[src/rtl/mem_port_arbiter.sv]
// Arbiter sharing one single-port memory between instruction fetch and data access.
// Handles byte sizing, fetch flush, access timeout and pipeline stall generation.
module mem_port_arbiter #(
  parameter int unsigned MAX_D_BURST = 4,
  parameter int unsigned TIMEOUT     = 16
) (
  input  logic        clk,
  input  logic        rst_n,
  input  logic        if_req_i,
  input  logic [31:0] if_addr_i,
  input  logic        if_flush_i,
  output logic [31:0] if_rdata_o,
  output logic        if_valid_o,
  input  logic        d_req_i,
  input  logic        d_we_i,
  input  logic        d_byte_i,
  input  logic [31:0] d_addr_i,
  input  logic [31:0] d_wdata_i,
  output logic [31:0] d_rdata_o,
  output logic        d_valid_o,
  output logic        d_err_o,
  output logic        stall_if_o,
  output logic        stall_mem_o,
  output logic        mem_en_o,
  output logic        mem_we_o,
  output logic [3:0]  mem_be_o,
  output logic [31:0] mem_addr_o,
  output logic [31:0] mem_wdata_o,
  input  logic [31:0] mem_rdata_i,
  input  logic        mem_ready_i
);

  typedef enum logic [1:0] {IDLE = 2'd0, I_ACC = 2'd1, D_ACC = 2'd2, D_ERR = 2'd3} state_e;

  localparam logic [3:0] BURST_MAX_C = 4'(MAX_D_BURST);
  localparam logic [7:0] TLIMIT_C    = 8'(TIMEOUT - 1);

  function automatic logic [31:0] lb_extend(input logic [31:0] word, input logic [1:0] lane);
    logic [7:0] b;
    case (lane)
      2'd0:    b = word[7:0];
      2'd1:    b = word[15:8];
      2'd2:    b = word[23:16];
      default: b = word[31:24];
    endcase
    return {{24{b[7]}}, b};
  endfunction

  state_e      state_q, state_d;
  logic [3:0]  burst_q, burst_d;
  logic [7:0]  tcnt_q, tcnt_d;
  logic        flush_pend_q, flush_pend_d;
  logic        d_byte_q, d_byte_d;
  logic [1:0]  d_lane_q, d_lane_d;
  logic        mem_en_q, mem_en_d, mem_we_q, mem_we_d;
  logic [3:0]  mem_be_q, mem_be_d;
  logic [31:0] mem_addr_q, mem_addr_d, mem_wdata_q, mem_wdata_d;
  logic [31:0] if_rdata_q, if_rdata_d, d_rdata_q, d_rdata_d;
  logic        if_valid_q, if_valid_d, d_valid_q, d_valid_d, d_err_q, d_err_d;

  logic misalign_s, d_win_s, i_win_s, acc_s, end_s, flush_kill_s, unused_s;

  assign misalign_s   = d_req_i & ~d_byte_i & (d_addr_i[1:0] != 2'b00);
  assign d_win_s      = d_req_i & (~if_req_i | (burst_q < BURST_MAX_C));
  assign i_win_s      = if_req_i & ~if_flush_i;
  assign acc_s        = (state_q == I_ACC) | (state_q == D_ACC);
  assign end_s        = acc_s & (mem_ready_i | (tcnt_q == TLIMIT_C));
  assign flush_kill_s = flush_pend_q | if_flush_i;
  assign unused_s     = ^if_addr_i[1:0];

  // State register
  always_ff @(posedge clk or negedge rst_n) begin
    if (!rst_n) state_q <= IDLE;
    else        state_q <= state_d;
  end

  // Next-state logic: fixed-priority arbitration in IDLE, return on completion/abort
  always_comb begin
    state_d = state_q;
    case (state_q)
      IDLE: begin
        if (misalign_s)   state_d = D_ERR;
        else if (d_win_s) state_d = D_ACC;
        else if (i_win_s) state_d = I_ACC;
        else              state_d = IDLE;
      end
      I_ACC, D_ACC: begin
        if (end_s) state_d = IDLE;
        else       state_d = state_q;
      end
      default: state_d = IDLE;
    endcase
  end

  // Output/datapath next values: issue on grant, hold, then complete or abort
  always_comb begin
    burst_d      = if_req_i ? burst_q : 4'd0;
    tcnt_d       = tcnt_q;
    flush_pend_d = flush_pend_q;
    d_byte_d     = d_byte_q;
    d_lane_d     = d_lane_q;
    mem_en_d     = mem_en_q;
    mem_we_d     = mem_we_q;
    mem_be_d     = mem_be_q;
    mem_addr_d   = mem_addr_q;
    mem_wdata_d  = mem_wdata_q;
    if_rdata_d   = if_rdata_q;
    d_rdata_d    = d_rdata_q;
    if_valid_d   = 1'b0;
    d_valid_d    = 1'b0;
    d_err_d      = 1'b0;
    case (state_q)
      IDLE: begin
        if (misalign_s) begin
          d_valid_d = 1'b1;
          d_err_d   = 1'b1;
          d_rdata_d = 32'd0;
        end else if (d_win_s) begin
          mem_en_d    = 1'b1;
          mem_we_d    = d_we_i;
          mem_be_d    = d_byte_i ? (4'b0001 << d_addr_i[1:0]) : 4'b1111;
          mem_addr_d  = {d_addr_i[31:2], 2'b00};
          mem_wdata_d = d_byte_i ? {4{d_wdata_i[7:0]}} : d_wdata_i;
          d_byte_d    = d_byte_i;
          d_lane_d    = d_addr_i[1:0];
          tcnt_d      = 8'd0;
          if (if_req_i) burst_d = (burst_q < BURST_MAX_C) ? burst_q + 4'd1 : burst_q;
          else          burst_d = 4'd0;
        end else if (i_win_s) begin
          mem_en_d     = 1'b1;
          mem_we_d     = 1'b0;
          mem_be_d     = 4'b1111;
          mem_addr_d   = {if_addr_i[31:2], 2'b00};
          mem_wdata_d  = 32'd0;
          tcnt_d       = 8'd0;
          burst_d      = 4'd0;
          flush_pend_d = 1'b0;
        end else begin
          tcnt_d = tcnt_q;
        end
      end
      I_ACC: begin
        if (end_s) begin
          mem_en_d     = 1'b0;
          mem_we_d     = 1'b0;
          flush_pend_d = 1'b0;
          if (!flush_kill_s) begin
            if_valid_d = 1'b1;
            if_rdata_d = mem_ready_i ? mem_rdata_i : 32'd0;
          end else begin
            if_rdata_d = if_rdata_q;
          end
        end else begin
          tcnt_d       = tcnt_q + 8'd1;
          flush_pend_d = flush_kill_s;
        end
      end
      D_ACC: begin
        if (end_s) begin
          mem_en_d  = 1'b0;
          mem_we_d  = 1'b0;
          d_valid_d = 1'b1;
          if (!mem_ready_i) begin
            d_err_d   = 1'b1;
            d_rdata_d = 32'd0;
          end else if (mem_we_q) begin
            d_rdata_d = 32'd0;
          end else if (d_byte_q) begin
            d_rdata_d = lb_extend(mem_rdata_i, d_lane_q);
          end else begin
            d_rdata_d = mem_rdata_i;
          end
        end else begin
          tcnt_d = tcnt_q + 8'd1;
        end
      end
      default: begin
        tcnt_d = tcnt_q;
      end
    endcase
  end

  // Datapath and output registers
  always_ff @(posedge clk or negedge rst_n) begin
    if (!rst_n) begin
      burst_q      <= 4'd0;
      tcnt_q       <= 8'd0;
      flush_pend_q <= 1'b0;
      d_byte_q     <= 1'b0;
      d_lane_q     <= 2'd0;
      mem_en_q     <= 1'b0;
      mem_we_q     <= 1'b0;
      mem_be_q     <= 4'd0;
      mem_addr_q   <= 32'd0;
      mem_wdata_q  <= 32'd0;
      if_rdata_q   <= 32'd0;
      d_rdata_q    <= 32'd0;
      if_valid_q   <= 1'b0;
      d_valid_q    <= 1'b0;
      d_err_q      <= 1'b0;
    end else begin
      burst_q      <= burst_d;
      tcnt_q       <= tcnt_d;
      flush_pend_q <= flush_pend_d;
      d_byte_q     <= d_byte_d;
      d_lane_q     <= d_lane_d;
      mem_en_q     <= mem_en_d;
      mem_we_q     <= mem_we_d;
      mem_be_q     <= mem_be_d;
      mem_addr_q   <= mem_addr_d;
      mem_wdata_q  <= mem_wdata_d;
      if_rdata_q   <= if_rdata_d;
      d_rdata_q    <= d_rdata_d;
      if_valid_q   <= if_valid_d;
      d_valid_q    <= d_valid_d;
      d_err_q      <= d_err_d;
    end
  end

  assign if_rdata_o  = if_rdata_q;
  assign if_valid_o  = if_valid_q;
  assign d_rdata_o   = d_rdata_q;
  assign d_valid_o   = d_valid_q;
  assign d_err_o     = d_err_q;
  assign stall_if_o  = if_req_i & ~if_valid_q;
  assign stall_mem_o = d_req_i & ~d_valid_q;
  assign mem_en_o    = mem_en_q;
  assign mem_we_o    = mem_we_q;
  assign mem_be_o    = mem_be_q;
  assign mem_addr_o  = mem_addr_q;
  assign mem_wdata_o = mem_wdata_q;

endmodule

[config.mk]
export PLATFORM = sky130hd
export DESIGN_NAME = mem_port_arbiter
export DESIGN_NICKNAME = d
export VERILOG_FILES = /design/src/rtl/mem_port_arbiter.sv
export SDC_FILE = /design/constraint.sdc
export NUM_CORES = 1
export LEC_CHECK = 0
export CORE_ASPECT_RATIO = 0.6
export CORE_UTILIZATION = 40
export DETAILED_ROUTE_END_ITERATION = 16
export PLACE_DENSITY = 0.74
export RECOVER_POWER = 50
export REMOVE_ABC_BUFFERS = 1
export SLEW_MARGIN = 20
export SYNTH_ARGS = -nofsm -noshare
export SYNTH_HDL_FRONTEND = slang
export SYNTH_SLANG_ARGS = --single-unit
export TNS_END_PERCENT = 10
[constraint.sdc]
create_clock -name clk -period 2.1 [get_ports clk]
set_clock_uncertainty 0.05 [all_clocks]
set_input_delay 0.21 -clock clk [delete_from_list [all_inputs] [get_ports clk]]
set_output_delay 0.21 -clock clk [all_outputs]
set_load 0.1 [all_outputs]
==> results of run 1 <==
-- critical path: stages (launching register included) --
cell and delay [ps]:
dfrtp_2 440, nor4_4 340, a31oi_2 160, or4_4 680
clkbuf_16 240, nand2_2 60, o21ai_1 60
-- repair_timing --
item | 4_1_cts | 5_1_grt
endpoints found under the setup margin | 1 | 40
gates resized for setup | 0 | 39
hold endpoints to repair | 53 | 0
buffers inserted | 0 | 7
pin swaps | 0 | 6
hold buffers | 1 | 0
gates cloned | 0 | 6
-- path summary, 6_finish.rpt --
check / endpoint / slack [ps] / cells after the start
max: if_rdata_o[6] / -60 / 6
min: mem_addr_o[26] / 300 / 3
max reg2reg: if_rdata_o[6] / -60 / 6
min reg2reg: mem_wdata_o[9] / 420 / 2
max in group asynchronous: d_byte_q / 310 / 3
min in group asynchronous: mem_addr_o[5] / 610 / 2
-- stage by stage --
step            util  instance area (µm²)
2_1_floorplan      -                 6760
3_3_place_gp   0.577                 9880
3_5_place_dp   0.577                 9880
4_1_cts        0.610                10400
5_1_grt        0.617                10600
6_report       0.617                10600
-- placed cells by master, fill, tap and decap left out, drive strengths merged, types with 25 or more instances in the layout --
cell type and count:
nor2 45, clkbuf 73, mux2i 25, clkdlybuf4s50 132, a31oi 31, nand2 200, buf 138, dfrtp 153
a21oi 37, o21ai 110
-- flip-flops by register name, summed over array words and instances, names as in the netlist --
register / cells
burst_q: 4
d_byte_q: 1
d_err_o: 1
d_lane_q: 2
d_rdata_o: 32
d_valid_o: 1
flush_pend_q: 1
if_rdata_o: 32
if_valid_o: 1
mem_addr_o: 30
mem_be_o: 4
mem_en_o: 1
mem_wdata_o: 32
mem_we_o: 1
state_q: 2
tcnt_q: 8
-- cell type report --
type	instances	share of cell area
diodes	1	0.000237
inverters	9	0.00320
multi-input cells	536	0.285
clock inverters	14	0.0107
repair buffers	326	0.269
clock buffers	18	0.0416
flip-flops and latches	153	0.362
well taps	234	0.0277
-- layer usage --
layer	part of all wire	track usage
met5	0	0
met4	0.014	0.0676
met3	0.076	0.0626
met2	0.45	0.367
met1	0.46	0.341
-- cells by family after synthesis --
| family | Yosys count | synth area share |
|---|---|---|
| multiplexers | 33 | 0.0502 |
| flip-flops | 153 | 0.546 |
| AND/OR/NAND/NOR | 281 | 0.166 |
| other | 1 | 0.000535 |
| adder cells (fa/ha/maj) | 5 | 0.00892 |
| buffers and inverters | 62 | 0.0414 |
| AO/OA/AOI/OAI | 215 | 0.187 |
==> results.py, run 1 <==
metrics = {
    "logic_synthesis": {
        "synth.top_cell.area_share": 0.546,
        "synthTopCellsByArea": "dfrtp_1 55%, nand2_1 11%, o21ai_0 5.4%",
        "yosysMostFrequentCell": "nand2_1",
        "synth-edff-count": 0,
        "avgSynthCellArea_um2": 9.35,
        "synth.ff_latch_count": 153,
        "ys_top_cells_by_count": "200 x nand2_1, 153 x dfrtp_1, 76 x o21ai_0, 45 x nor2_1",
        "yosys_most_used_dff": "dfrtp_1",
        "ys_seq_area_frac": 0.546,
        "ys_warn_count": 0,
        "syn_area_um2": 7010,
        "synth_top_cell_by_area": "dfrtp_1",
        "syn_inst": 750,
        "async_reset_ff_frac": 1.00,
        "synthDistinctLibCells": 48,
    },
    "timing": {
        "fin_crit_sh": 1.03,
        "hold_viol_final": 0,
        "slew-limit-headroom": 0.0371,
        "layout_setup_ws_ps": -63.9,
        "hold-worst-slack_ps": 295,
        "tns_ps": -1340,
        "setup_viol": 32,
        "rsz0062_at_grt": "true",
        "period_minus_slack_ps": 2160,
        "worstMarginPinSlew_ps": 1440,
        "finalMaxSlewViolations": 0,
        "fmax_mhz": 462,
    },
    "final_layout": {
        "drive_above_1_share": 0.275,
        "regArea_um2": 3830,
        "multi_input_area_um2": 3010,
        "num-fill-cells": 1489,
        "fin_cells": 1291,
        "layout.nets": 1184,
        "area_growth_pct": 50.7,
    },
    "global_routing": {
        "grt_pass1_wl_um": 34500,
        "overflow": 0,
        "grt_max_degree": 65,
        "grt.total_usage": 0.242,
        "first_global_vias": 6320,
        "antenna_found_initial": 1,
    },
    "floorplan": {
        "die_y_um": 105,
        "rows": 37,
        "die-area_um2": 18100,
        "start_util": 0.409,
        "die_w_um": 173,
        "core_region_area_um2": 17100,
        "num_io_pins": 275,
    },
    "placed_design": {
        "place_ws_ps": 9.05,
        "dp_hpwl_um": 15300,
        "gp_routability_congestion": 0.832,
        "placed_cells": 1244,
        "port_buffers": 270,
    },
    "clocking": {
        "clock-sinks": 153,
        "htree_levels": 4,
        "cts_root_buf": "clkbuf_16",
        "cts.path.max_buffers": 2,
        "cts_buffers": 17,
        "cts_tree": "yes",
        "clk-insertion-delay-late_ps": 420,
        "clk_pin_slew_ps": 70,
    },
    "setup_path": {
        "crit_arrival_ps": 2410,
        "crit_path_start_kind": "flip-flop",
        "cp.required_ps": 2340,
        "r2r-start": "tcnt_q[5]",
        "endpoint_kind": "flip-flop",
        "critPathLaunch": "tcnt_q[5]",
        "crit_fanout": 8,
        "critPathKind": "flip-flop to flip-flop",
    },
    "routing": {
        "drtPass1Iterations": 5,
        "routed_wl_um": 22700,
        "ant_nets": 0,
        "num_vias": 6731,
        "drt_iter0_markers": 480,
        "drc": 0,
        "routedWlPerCell_um": 17.6,
        "viasPerCell": 5.21,
    },
    "job": {
        "maxCapViolCount": 0,
    },
    "status": {
        "violations": "setup timing",
        "outcome": "finished, violations left",
    },
    "hold_path": {
        "min_path_type": "input port to flip-flop",
        "min-delay-start": "if_addr_i[26]",
    },
}
Power of run 1 is not shown: default switching activity piles up to over one toggle a cycle in this logic, so the estimate is an artifact.
==> run 2: changes to the inputs <==
GPL_TIMING_DRIVEN = 0   (was unset)
==> run 2 against run 1 <==
Net effect:
- the flow now finishes without violations
- wire length up 3.9%
- final cell count down 2.2%
- maximum frequency up 5.0%
- register-to-register slack better by 100 ps
- via count down 0.49%
- critical path depth unchanged
- die area unchanged
- non-clock buffer count down 37
- global-route usage up 1.9 points
- flip-flop and latch count unchanged
- clock-buffer cell count up 1
- critical path type is now input port to flip-flop
- critical endpoint is now tcnt_q[0]
==> results.py, run 2 (same netlist as run 1, synthesis figures left out) <==
metrics = {
    "setup_path": {
        "cp_slowest_cell": "clkdlybuf4s50_1",
        "max_stage_delay_ps": 780,
        "r2r-end": "if_rdata_o[21]",
        "critPathLaunch": "if_flush_i",
        "crit_fanout": 9,
        "crit_arrival_ps": 2310,
        "cp.required_ps": 2350,
        "crit_end": "tcnt_q[0]",
        "crit_path_start_kind": "input port",
        "critPathKind": "input port to flip-flop",
        "endpoint_kind": "flip-flop",
        "r2r_slack_ps": 40,
        "r2r_cells": 7,
        "r2r-start": "state_q[1]",
        "path_cells": "clkdlybuf4s50_1, nand2b_1, a21boi_2, o21ai_0, and2_1, mux2_2",
    },
    "job": {
        "maxCapViolCount": 0,
    },
    "clocking": {
        "clock-sinks": 153,
        "cts.path.max_buffers": 2,
        "cts_buffers": 17,
        "cts_tree": "yes",
        "clk-insertion-delay-late_ps": 410,
        "clk_pin_slew_ps": 70,
        "htree_levels": 4,
        "cts_root_buf": "clkbuf_16",
    },
    "timing": {
        "layout_setup_ws_ps": 38.6,
        "fmax_mhz": 485,
        "tns_ps": 0,
        "fin_crit_sh": 0.982,
        "slew-limit-headroom": 0.275,
        "rsz0062_at_grt": "true",
        "period_minus_slack_ps": 2060,
        "setup_viol": 0,
        "worstMarginPinSlew_ps": 1090,
        "hold_viol_final": 0,
        "finalMaxSlewViolations": 0,
    },
    "final_layout": {
        "final_common_cell": "nand2_1",
        "drive_above_1_share": 0.109,
        "layout.nets": 1155,
        "area_growth_pct": 51.0,
        "final_cell_mix": "196 x nand2_1, 152 x dfrtp_1, 135 x dlygate4sd2_1, 129 x clkdlybuf4s50_1, 75 x o21ai_0",
        "num-fill-cells": 1500,
    },
    "floorplan": {
        "num_io_pins": 275,
        "die_y_um": 105,
        "rows": 37,
        "die_w_um": 173,
        "core_region_area_um2": 17100,
        "start_util": 0.409,
        "die-area_um2": 18100,
    },
    "global_routing": {
        "first_global_vias": 6471,
        "antenna_found_initial": 0,
        "grt_max_degree": 85,
        "overflow": 0,
        "grt.total_usage": 0.261,
        "grt_pass1_wl_um": 36700,
    },
    "routing": {
        "routedWlPerCell_um": 18.7,
        "ant_nets": 0,
        "drtPass1Iterations": 5,
        "drt_iter0_markers": 637,
        "viasPerCell": 5.31,
        "drc": 0,
        "num_vias": 6698,
        "routed_wl_um": 23600,
    },
    "placed_design": {
        "place_ws_ps": -969,
        "gp_routability_congestion": 0.819,
        "dp_hpwl_um": 15000,
        "port_buffers": 270,
    },
    "hold_path": {
        "min_path_type": "input port to flip-flop",
    },
    "status": {
        "outcome": "finished clean",
    },
}
run 2: changes by cell type in the layout (fill, tap and decap cells not counted), sizes merged, moves of 2 or more:
cell and change:
bufinv +2, clkdlybuf4s50 -3, dlygate4sd2 +135, buf -118, clkdlybuf4s15 +2, or4 +5, clkinv -4, clkbuf -53
run 2: cell type report:
type	instances	area, µm²	area share
Clock inverter	13	156	0.0148
Antenna cell	1	2.50	0.000236
Tap cell	234	293	0.0277
Clock buffer	19	443	0.0418
Timing Repair Buffer	289	2720	0.257
Multi-Input combinational cell	544	3100	0.293
Inverter	9	35.0	0.00331
Sequential cell	153	3830	0.362
run 2: metal layers:
metal,track usage,wire length [µm],vias up
met3,0.0648,1970,16
met5,0,0,-
li1,-,-,3132
met2,0.399,10600,314
met4,0.0626,276,0
met1,0.371,10800,3236
run 2: what timing repair did:
| item | in CTS | in global routing |
|---|---|---|
| buffers inserted | 5 | 7 |
| cloned | 6 | 2 |
| endpoints found under the setup margin | 283 | 63 |
| resized for setup | 168 | 12 |
| endpoints found under the hold margin | 69 | 0 |
| hold buffers | 1 | 0 |
| pin swaps | 9 | 12 |
run 2: stage by stage:
stage	hold slack (ps)	util	instance area, µm²	std cells
2_1_floorplan	-136	-	6760	698
3_3_place_gp	411	0.569	9750	1202
3_5_place_dp	168	0.575	9840	1208
4_1_cts	291	0.610	10500	1252
5_1_grt	261	0.618	10600	1261
6_report	222	0.618	10600	1262
run 2: worst max-delay path: cells and delay by family:
kind	cells	cell delay (ps)
buffers and inverters	1	780
AO/OA/AOI/OAI	2	580
AND/OR/NAND/NOR	2	470
multiplexers	1	260
run 2: worst min-delay path by stage:
stage                     slack (ps)  cells after the start               to       startpoint
after floorplan                 -140                      0       burst_q[0]            rst_n
after global placement           410                      2  mem_wdata_o[13]  mem_wdata_o[13]
after detailed placement         170                      1  mem_wdata_o[22]            rst_n
after CTS                        290                      3   mem_addr_o[10]    if_addr_i[10]
after global routing             260                      3       burst_q[3]          d_req_i
final                            220                      3       burst_q[3]          d_req_i
Power of run 2 is left out for the same reason.
